## src/rtl/uart_pkg.sv

```systemverilog
// Shared constants for the firn UART: register offsets, STATUS bit positions
// and TX state encoding.
package uart_pkg;

  localparam logic [1:0] REG_TXDATA  = 2'd0;
  localparam logic [1:0] REG_STATUS  = 2'd1;
  localparam logic [1:0] REG_BAUDDIV = 2'd2;

  localparam int STAT_FULL  = 0;
  localparam int STAT_EMPTY = 1;
  localparam int STAT_BUSY  = 2;
  localparam int STAT_OVF   = 3;
  localparam int STAT_LVL_LO = 8;

  localparam logic [1:0] ST_IDLE  = 2'd0;
  localparam logic [1:0] ST_START = 2'd1;
  localparam logic [1:0] ST_DATA  = 2'd2;
  localparam logic [1:0] ST_STOP  = 2'd3;

endpackage

```

## src/rtl/sync_fifo.sv

```systemverilog
// Single-clock FIFO with show-ahead read port; push while full and pop while
// empty are ignored, so callers may drive them unconditionally.
module sync_fifo #(
  parameter int WIDTH = 8,
  parameter int DEPTH = 8,
  localparam int AW = $clog2(DEPTH)
) (
  input  logic             clk,
  input  logic             rst,
  input  logic             i_push,
  input  logic [WIDTH-1:0] i_din,
  input  logic             i_pop,
  output logic [WIDTH-1:0] o_dout,
  output logic             o_full,
  output logic             o_empty,
  output logic [AW:0]      o_level
);

  logic [WIDTH-1:0] r_mem [DEPTH];
  logic [AW-1:0]    r_wptr;
  logic [AW-1:0]    r_rptr;
  logic [AW:0]      r_cnt;
  logic             w_push;
  logic             w_pop;

  assign o_full  = (r_cnt == (AW+1)'(DEPTH));
  assign o_empty = (r_cnt == '0);
  assign o_level = r_cnt;
  assign o_dout  = r_mem[r_rptr];

  // Gating uses pre-edge full/empty, so a push into a full FIFO is lost even
  // if a pop happens on the same edge.
  assign w_push = i_push & ~o_full;
  assign w_pop  = i_pop & ~o_empty;

  always_ff @(posedge clk) begin
    if (w_push) r_mem[r_wptr] <= i_din;
  end

  always_ff @(posedge clk) begin
    if (rst) begin
      r_wptr <= '0;
      r_rptr <= '0;
      r_cnt  <= '0;
    end else begin
      if (w_push) r_wptr <= r_wptr + 1'b1;
      if (w_pop)  r_rptr <= r_rptr + 1'b1;
      case ({w_push, w_pop})
        2'b10:   r_cnt <= r_cnt + 1'b1;
        2'b01:   r_cnt <= r_cnt - 1'b1;
        default: r_cnt <= r_cnt;
      endcase
    end
  end

endmodule

```

## src/rtl/uart_tx_wb.sv

```systemverilog
// Wishbone-mapped 8N1 UART transmitter: register decode, TX FIFO and the
// serialiser FSM for the firn console.
module uart_tx_wb
  import uart_pkg::*;
#(
  parameter int FIFO_DEPTH   = 8,
  parameter int CLKS_PER_BIT = 104,
  parameter int DIV_WIDTH    = 16
) (
  input  logic        clk,
  input  logic        rst,
  input  logic        wbs_cyc_i,
  input  logic        wbs_stb_i,
  input  logic        wbs_we_i,
  input  logic [31:0] wbs_adr_i,
  input  logic [31:0] wbs_dat_i,
  input  logic [3:0]  wbs_sel_i,
  output logic [31:0] wbs_dat_o,
  output logic        wbs_ack_o,
  output logic        txd,
  output logic        irq_o
);

  localparam int LW = $clog2(FIFO_DEPTH) + 1;
  localparam logic [DIV_WIDTH-1:0] DIV_ONE = DIV_WIDTH'(1);
  localparam logic [DIV_WIDTH-1:0] DIV_MIN = DIV_WIDTH'(2);

  logic                 r_ack;
  logic [31:0]          r_dat;
  logic                 r_ovf;
  logic [DIV_WIDTH-1:0] r_div;
  logic [1:0]           r_state;
  logic [DIV_WIDTH-1:0] r_cnt;
  logic [DIV_WIDTH-1:0] r_fdiv;
  logic [2:0]           r_bit;
  logic [7:0]           r_shift;
  logic                 r_txd;
  logic                 r_irq;

  logic                 w_req;
  logic [1:0]           w_adr;
  logic                 w_push;
  logic                 w_pop;
  logic                 w_full;
  logic                 w_empty;
  logic [7:0]           w_dout;
  logic [LW-1:0]        w_level;
  logic [31:0]          w_rdata;
  logic [DIV_WIDTH-1:0] w_div_new;
  logic                 w_period_end;
  logic                 w_unused;

  assign w_req = wbs_cyc_i & wbs_stb_i & ~r_ack;
  assign w_adr = wbs_adr_i[3:2];
  assign w_unused = ^{wbs_adr_i, wbs_dat_i};

  assign wbs_ack_o = r_ack;
  assign wbs_dat_o = r_dat;
  assign txd       = r_txd;
  assign irq_o     = r_irq;

  assign w_push = w_req & wbs_we_i & (w_adr == REG_TXDATA) & wbs_sel_i[0];
  assign w_period_end = (r_cnt == '0);
  assign w_pop = ~w_empty & ((r_state == ST_IDLE) |
                             ((r_state == ST_STOP) & w_period_end));

  sync_fifo #(.WIDTH(8), .DEPTH(FIFO_DEPTH)) u_fifo (
    .clk     (clk),
    .rst     (rst),
    .i_push  (w_push),
    .i_din   (wbs_dat_i[7:0]),
    .i_pop   (w_pop),
    .o_dout  (w_dout),
    .o_full  (w_full),
    .o_empty (w_empty),
    .o_level (w_level)
  );

  always_comb begin
    w_rdata = '0;
    case (w_adr)
      REG_STATUS: begin
        w_rdata[STAT_FULL]  = w_full;
        w_rdata[STAT_EMPTY] = w_empty;
        w_rdata[STAT_BUSY]  = (r_state != ST_IDLE);
        w_rdata[STAT_OVF]   = r_ovf;
        w_rdata[STAT_LVL_LO +: 8] = 8'(w_level);
      end
      REG_BAUDDIV: w_rdata[DIV_WIDTH-1:0] = r_div;
      default: w_rdata = '0;
    endcase
  end

  // Byte-lane merge into the divider, then clamp: a divider below 2 would
  // leave no room for the counter to reload.
  always_comb begin
    w_div_new = r_div;
    for (int i = 0; i < DIV_WIDTH; i++)
      if (wbs_sel_i[i/8]) w_div_new[i] = wbs_dat_i[i];
    if (w_div_new < DIV_MIN) w_div_new = DIV_MIN;
  end

  always_ff @(posedge clk) begin
    if (rst) begin
      r_ack <= 1'b0;
      r_dat <= '0;
      r_ovf <= 1'b0;
      r_div <= DIV_WIDTH'(CLKS_PER_BIT);
    end else begin
      r_ack <= w_req;
      if (w_req) begin
        r_dat <= wbs_we_i ? '0 : w_rdata;
        if (wbs_we_i) begin
          case (w_adr)
            REG_TXDATA:  if (wbs_sel_i[0] && w_full) r_ovf <= 1'b1;
            REG_STATUS:  if (wbs_dat_i[STAT_OVF]) r_ovf <= 1'b0;
            REG_BAUDDIV: r_div <= w_div_new;
            default:     ;
          endcase
        end
      end
    end
  end

  // The divider is latched per frame so BAUDDIV writes never stretch or
  // shrink a frame already on the wire.
  always_ff @(posedge clk) begin
    if (rst) begin
      r_state <= ST_IDLE;
      r_txd   <= 1'b1;
      r_cnt   <= '0;
      r_fdiv  <= DIV_WIDTH'(CLKS_PER_BIT);
      r_bit   <= '0;
      r_shift <= '0;
    end else begin
      case (r_state)
        ST_IDLE: begin
          r_txd <= 1'b1;
          if (!w_empty) begin
            r_state <= ST_START;
            r_txd   <= 1'b0;
            r_shift <= w_dout;
            r_fdiv  <= r_div;
            r_cnt   <= r_div - DIV_ONE;
          end
        end
        ST_START: begin
          if (w_period_end) begin
            r_state <= ST_DATA;
            r_bit   <= '0;
            r_txd   <= r_shift[0];
            r_cnt   <= r_fdiv - DIV_ONE;
          end else begin
            r_cnt <= r_cnt - DIV_ONE;
          end
        end
        ST_DATA: begin
          if (w_period_end) begin
            r_cnt <= r_fdiv - DIV_ONE;
            if (r_bit == 3'd7) begin
              r_state <= ST_STOP;
              r_txd   <= 1'b1;
            end else begin
              r_bit   <= r_bit + 1'b1;
              r_shift <= {1'b0, r_shift[7:1]};
              r_txd   <= r_shift[1];
            end
          end else begin
            r_cnt <= r_cnt - DIV_ONE;
          end
        end
        ST_STOP: begin
          if (w_period_end) begin
            if (!w_empty) begin
              r_state <= ST_START;
              r_txd   <= 1'b0;
              r_shift <= w_dout;
              r_fdiv  <= r_div;
              r_cnt   <= r_div - DIV_ONE;
            end else begin
              r_state <= ST_IDLE;
              r_txd   <= 1'b1;
            end
          end else begin
            r_cnt <= r_cnt - DIV_ONE;
          end
        end
        default: r_state <= ST_IDLE;
      endcase
    end
  end

  always_ff @(posedge clk) begin
    if (rst) r_irq <= 1'b1;
    else     r_irq <= w_empty & (r_state == ST_IDLE);
  end

endmodule

```

## config.mk

```make
export PLATFORM = sky130hd
export DESIGN_NAME = uart_tx_wb
export DESIGN_NICKNAME = d
export VERILOG_FILES = /design/src/rtl/uart_pkg.sv /design/src/rtl/sync_fifo.sv /design/src/rtl/uart_tx_wb.sv
export SDC_FILE = /design/constraint.sdc
export NUM_CORES = 1
export LEC_CHECK = 0
export ABC_AREA = 1
export CAP_MARGIN = 25
export CORE_ASPECT_RATIO = 2
export CORE_MARGIN = 3
export CORE_UTILIZATION = 60
export DETAILED_ROUTE_END_ITERATION = 6
export GPL_TIMING_DRIVEN = 0
export PLACE_DENSITY = 0.86
export SETUP_SLACK_MARGIN = 0.15
export SYNTH_ARGS = -nofsm -noshare
export SYNTH_HDL_FRONTEND = slang
export SYNTH_HIERARCHICAL = 1
export SYNTH_SLANG_ARGS = --single-unit
export TNS_END_PERCENT = 50
```

## constraint.sdc

```tcl
create_clock -name clk -period 4.3 [get_ports clk]
set_input_delay 0.86 -clock clk [delete_from_list [all_inputs] [get_ports clk]]
set_output_delay 0.86 -clock clk [all_outputs]
set_load 0.03 [all_outputs]
```

==> out/summary.txt <==
Status -> finished, final reports clean
CTS tree -> done
Count of different cell masters after synthesis -> 48
Setup bufs post-CTS -> 0
Depth of the CTS H-tree -> 4
Root Buffer -> clkbuf_16
Core Area -> 13,510 um2
Placed Area -> 8955 um2
Die Ht -> 172.1 um
Clk buf depth -> 2
CP endpoint kind -> register
WP data required -> 4.63 ns
Initial antenna violation count -> 0
Avg Vias per Cell -> 5.919
Total Wirelength -> 23,540 um
Gate power share -> 0.380
CTS Sinks -> 158
Setup violators final -> 0
Reg clk slew, reported paths -> 0.07 ns
Vias in the first global route -> 7,533
Sequential share of power -> 0.335
Met1 global-route usage -> 0.2938
Total die area -> 15,320 um2
Tightest Pin Transition -> 0.8836 ns
Tmin final -> 3.526 ns
Fraction of layout cells with a size suffix above 1 -> 0.08806
Vias -> 7,706
Net Sw Frac -> 0.4092
Pint -> 3141 uW
Ant. Diodes -> 0
Seq/Total Area, Yosys -> 0.4597
Initial drt markers -> 577
Hold_buf cts -> 0
Initial Util -> 0.6123
Slew Viols, Final -> 0
IO Pins -> 108
Fin. Hold Viols -> 0
Area grow syn2layout -> 15.56%
Cells after synthesis -> 1,057
Seq cells post-synth -> 158
Tcrit/Tclk final -> 0.8200
Skew-Pair Late Insertion Delay -> 0.43 ns
Routed length per placed instance -> 18.08 um
GRT Resource Usage Total -> 0.3143
Num CTS Buffers -> 17
Die Wd -> 89.04 um
Fmax -> 283.6 MHz
Finished layout cell area -> 9562 um2
Worst Path Max Fanout -> 10
Met3 usage -> 0.04959
Max Cap Viol -> 0
Worst reg2reg setup slack -> 0.91 ns
First-pass GRT wire length -> 36,040 um
Number of I/O port buffers -> 43
Clock power share -> 0.285
Peak VDD IR -> 0.5351 mV
GR peak layer -> met2
Pwr Density -> 556.0 nW/um2
CP arrival -> 3.85 ns
Row count -> 60
Ys Warns -> 6
M2 GR Usage -> 0.5654
Routed Antenna Nets -> 0
Placer Congestion -> 0.9624
Post-DP HPWL -> 17,710 um
WS Path Type -> input port to register
Mapped Area -> 8274 um2
Unrepaired setup endpoints after global routing -> false
Pin count of the biggest net entering global routing -> 20
DRC -> 0
Nets -> 1,224
Post-CTS sizing -> 0
Total gr overflow -> 0
Setup TNS -> 0 ns
Syn_area_per_cell -> 7.828 um2
NetSw -> 2175 uW
Clock skew -> 0.01572 ns
Static leakage power -> 0.003891 uW
HP Class -> register to register
Final core utilization -> 0.7076
Type of origin of the critical path -> input port
DR pass1 iterations -> 5
Max transition margin -> 0.4088
-- cell type report --
| class | instances | area (um2) |
|---|---|---|
| fillers | 1066 | 3951 |
| multi-input cells | 759 | 3811 |
| flip-flops and latches | 158 | 3804 |
| repair buffers | 43 | 430.4 |
| clock buffers | 17 | 425.4 |
| inverters | 101 | 381.6 |
| plain buffers | 54 | 334.1 |
| well taps | 155 | 193.9 |
| clock inverters | 15 | 181.4 |
-- kinds of logic (layout without fill, tap and decap cells) --
logic type,count (synthesis),after routing,synth area share
AOI/OAI and AO/OA,224,224,0.1486
and+or+nand+nor,472,472,0.2459
adders and majority gates,17,17,0.02571
DFF,158,158,0.4597
buffers and inverters,155,230,0.08650
other,1,16,0.0004532
xor gates and xnor gates,21,21,0.02223
muxes,9,9,0.01089
-- sequential cells by signal, indices dropped and copies added, names as in the netlist, named ones only --
register	count
r_shift	8
u_fifo/r_wptr	3
u_fifo/r_mem	64
u_fifo/o_level	4
r_fdiv	16
r_cnt	16
r_bit	3
r_state	2
r_ovf	1
wbs_ack_o	1
wbs_dat_o	16
irq_o	1
r_div	16
txd	1
u_fifo/r_rptr	3
-- per-stage QoR --
stage               hold WS, ns  cells  worst slack, ns  power, uW
floorplan                0.4471   1072            1.327       3320
global placement         0.4533   1270           0.3704       3730
detailed placement       0.4610   1270           0.3363       3771
CTS                      0.4711   1302           0.7805       5290
global route             0.4871   1302           0.4888       5608
finish                   0.4661   1302           0.7738       5316
-- final timing paths --
kind	startpoint	cells past startpoint	end
max reg2reg	r_state[1]	17	u_fifo/o_level[2]
min	wbs_dat_o[15]	2	wbs_dat_o[15]
min reg2reg	wbs_dat_o[15]	2	wbs_dat_o[15]
max	wbs_cyc_i	17	u_fifo/o_level[2]
-- synthesized netlist by cell type, drive strengths merged --
cell type | number | area (um2)
nor3b | 2 | 20.02
nor3 | 12 | 70.07
a211oi | 7 | 52.55
nand4 | 6 | 52.55
mux2i | 9 | 90.09
xor2 | 13 | 113.9
clkinv | 4 | 17.52
o22ai | 10 | 62.56
o211a | 1 | 10.01
a31oi | 9 | 56.30
clkbuf | 20 | 85.08
nand2 | 248 | 960.9
o21a | 1 | 7.510
buf | 34 | 249.0
conb | 1 | 3.750
nor4 | 2 | 12.51
a21oi | 71 | 355.3
nor2 | 134 | 558.0
or2 | 4 | 25.03
edfxtp | 64 | 1922
nand3 | 64 | 335.3
o31ai | 1 | 7.510
o21ai | 105 | 529.3
inv | 97 | 364.1
dfxtp | 94 | 1882
ha | 17 | 212.7
o211ai | 18 | 140.1
xnor2 | 8 | 70.07
a311oi | 1 | 8.760
-- power groups by stage --
stage	registers (uW)	clock network [uW]	logic, uW
2_1_floorplan	1790	0	1530
5_1_grt	1790	1590	2230
3_5_place_dp	1810	0	1960
3_3_place_gp	1800	0	1930
4_1_cts	1780	1520	1990
6_report	1780	1520	2020
-- cell usage in the layout, fill, tap and decap left out, types with 4 or more instances in the layout --
master and instances:
nand2_1 240, nor2_1 122, inv_1 95, dfxtp_1 94, o21ai_0 73, a21oi_1 71
edfxtp_1 64, nand3_1 61, clkdlybuf4s50_1 43, o21ai_1 31, clkbuf_1 19, o211ai_1 17
ha_1 17, buf_4 17, clkbuf_16 17, conb_1 16, xor2_1 13, buf_2 10
nor3_1 10, o22ai_1 10, a31oi_1 9, mux2i_1 9, xnor2_1 8, inv_8 8
nor2_2 7, a211oi_1 7, nand2_2 6, buf_6 6, nor2_4 5, nand4_1 5
clkinv_8 4
-- layer usage --
metal | part of all wire | wire length [um] | up-vias
li1 | - | - | 3658
met1 | 0.32 | 7622 | 3583
met2 | 0.53 | 12530 | 336
met3 | 0.048 | 1135 | 129
met4 | 0.096 | 2252 | 0
met5 | 0 | 0 | -
-- worst max-delay path, cell delays in order --
cell             delay, ns
clkdlybuf4s50_1       0.46
nand2_1               0.05
nor2_1                0.14
inv_1                 0.07
clkbuf_1              0.22
buf_1                 0.27
nor4_1                0.45
nand2_2               0.21
ha_1                  0.29
nand2_1               0.08
inv_1                 0.04
nor2_1                0.14
ha_1                  0.17
a21oi_1               0.05
xnor2_1               0.14
o21ai_0               0.17
inv_1                 0.05
(Power assumes the default switching activity.)
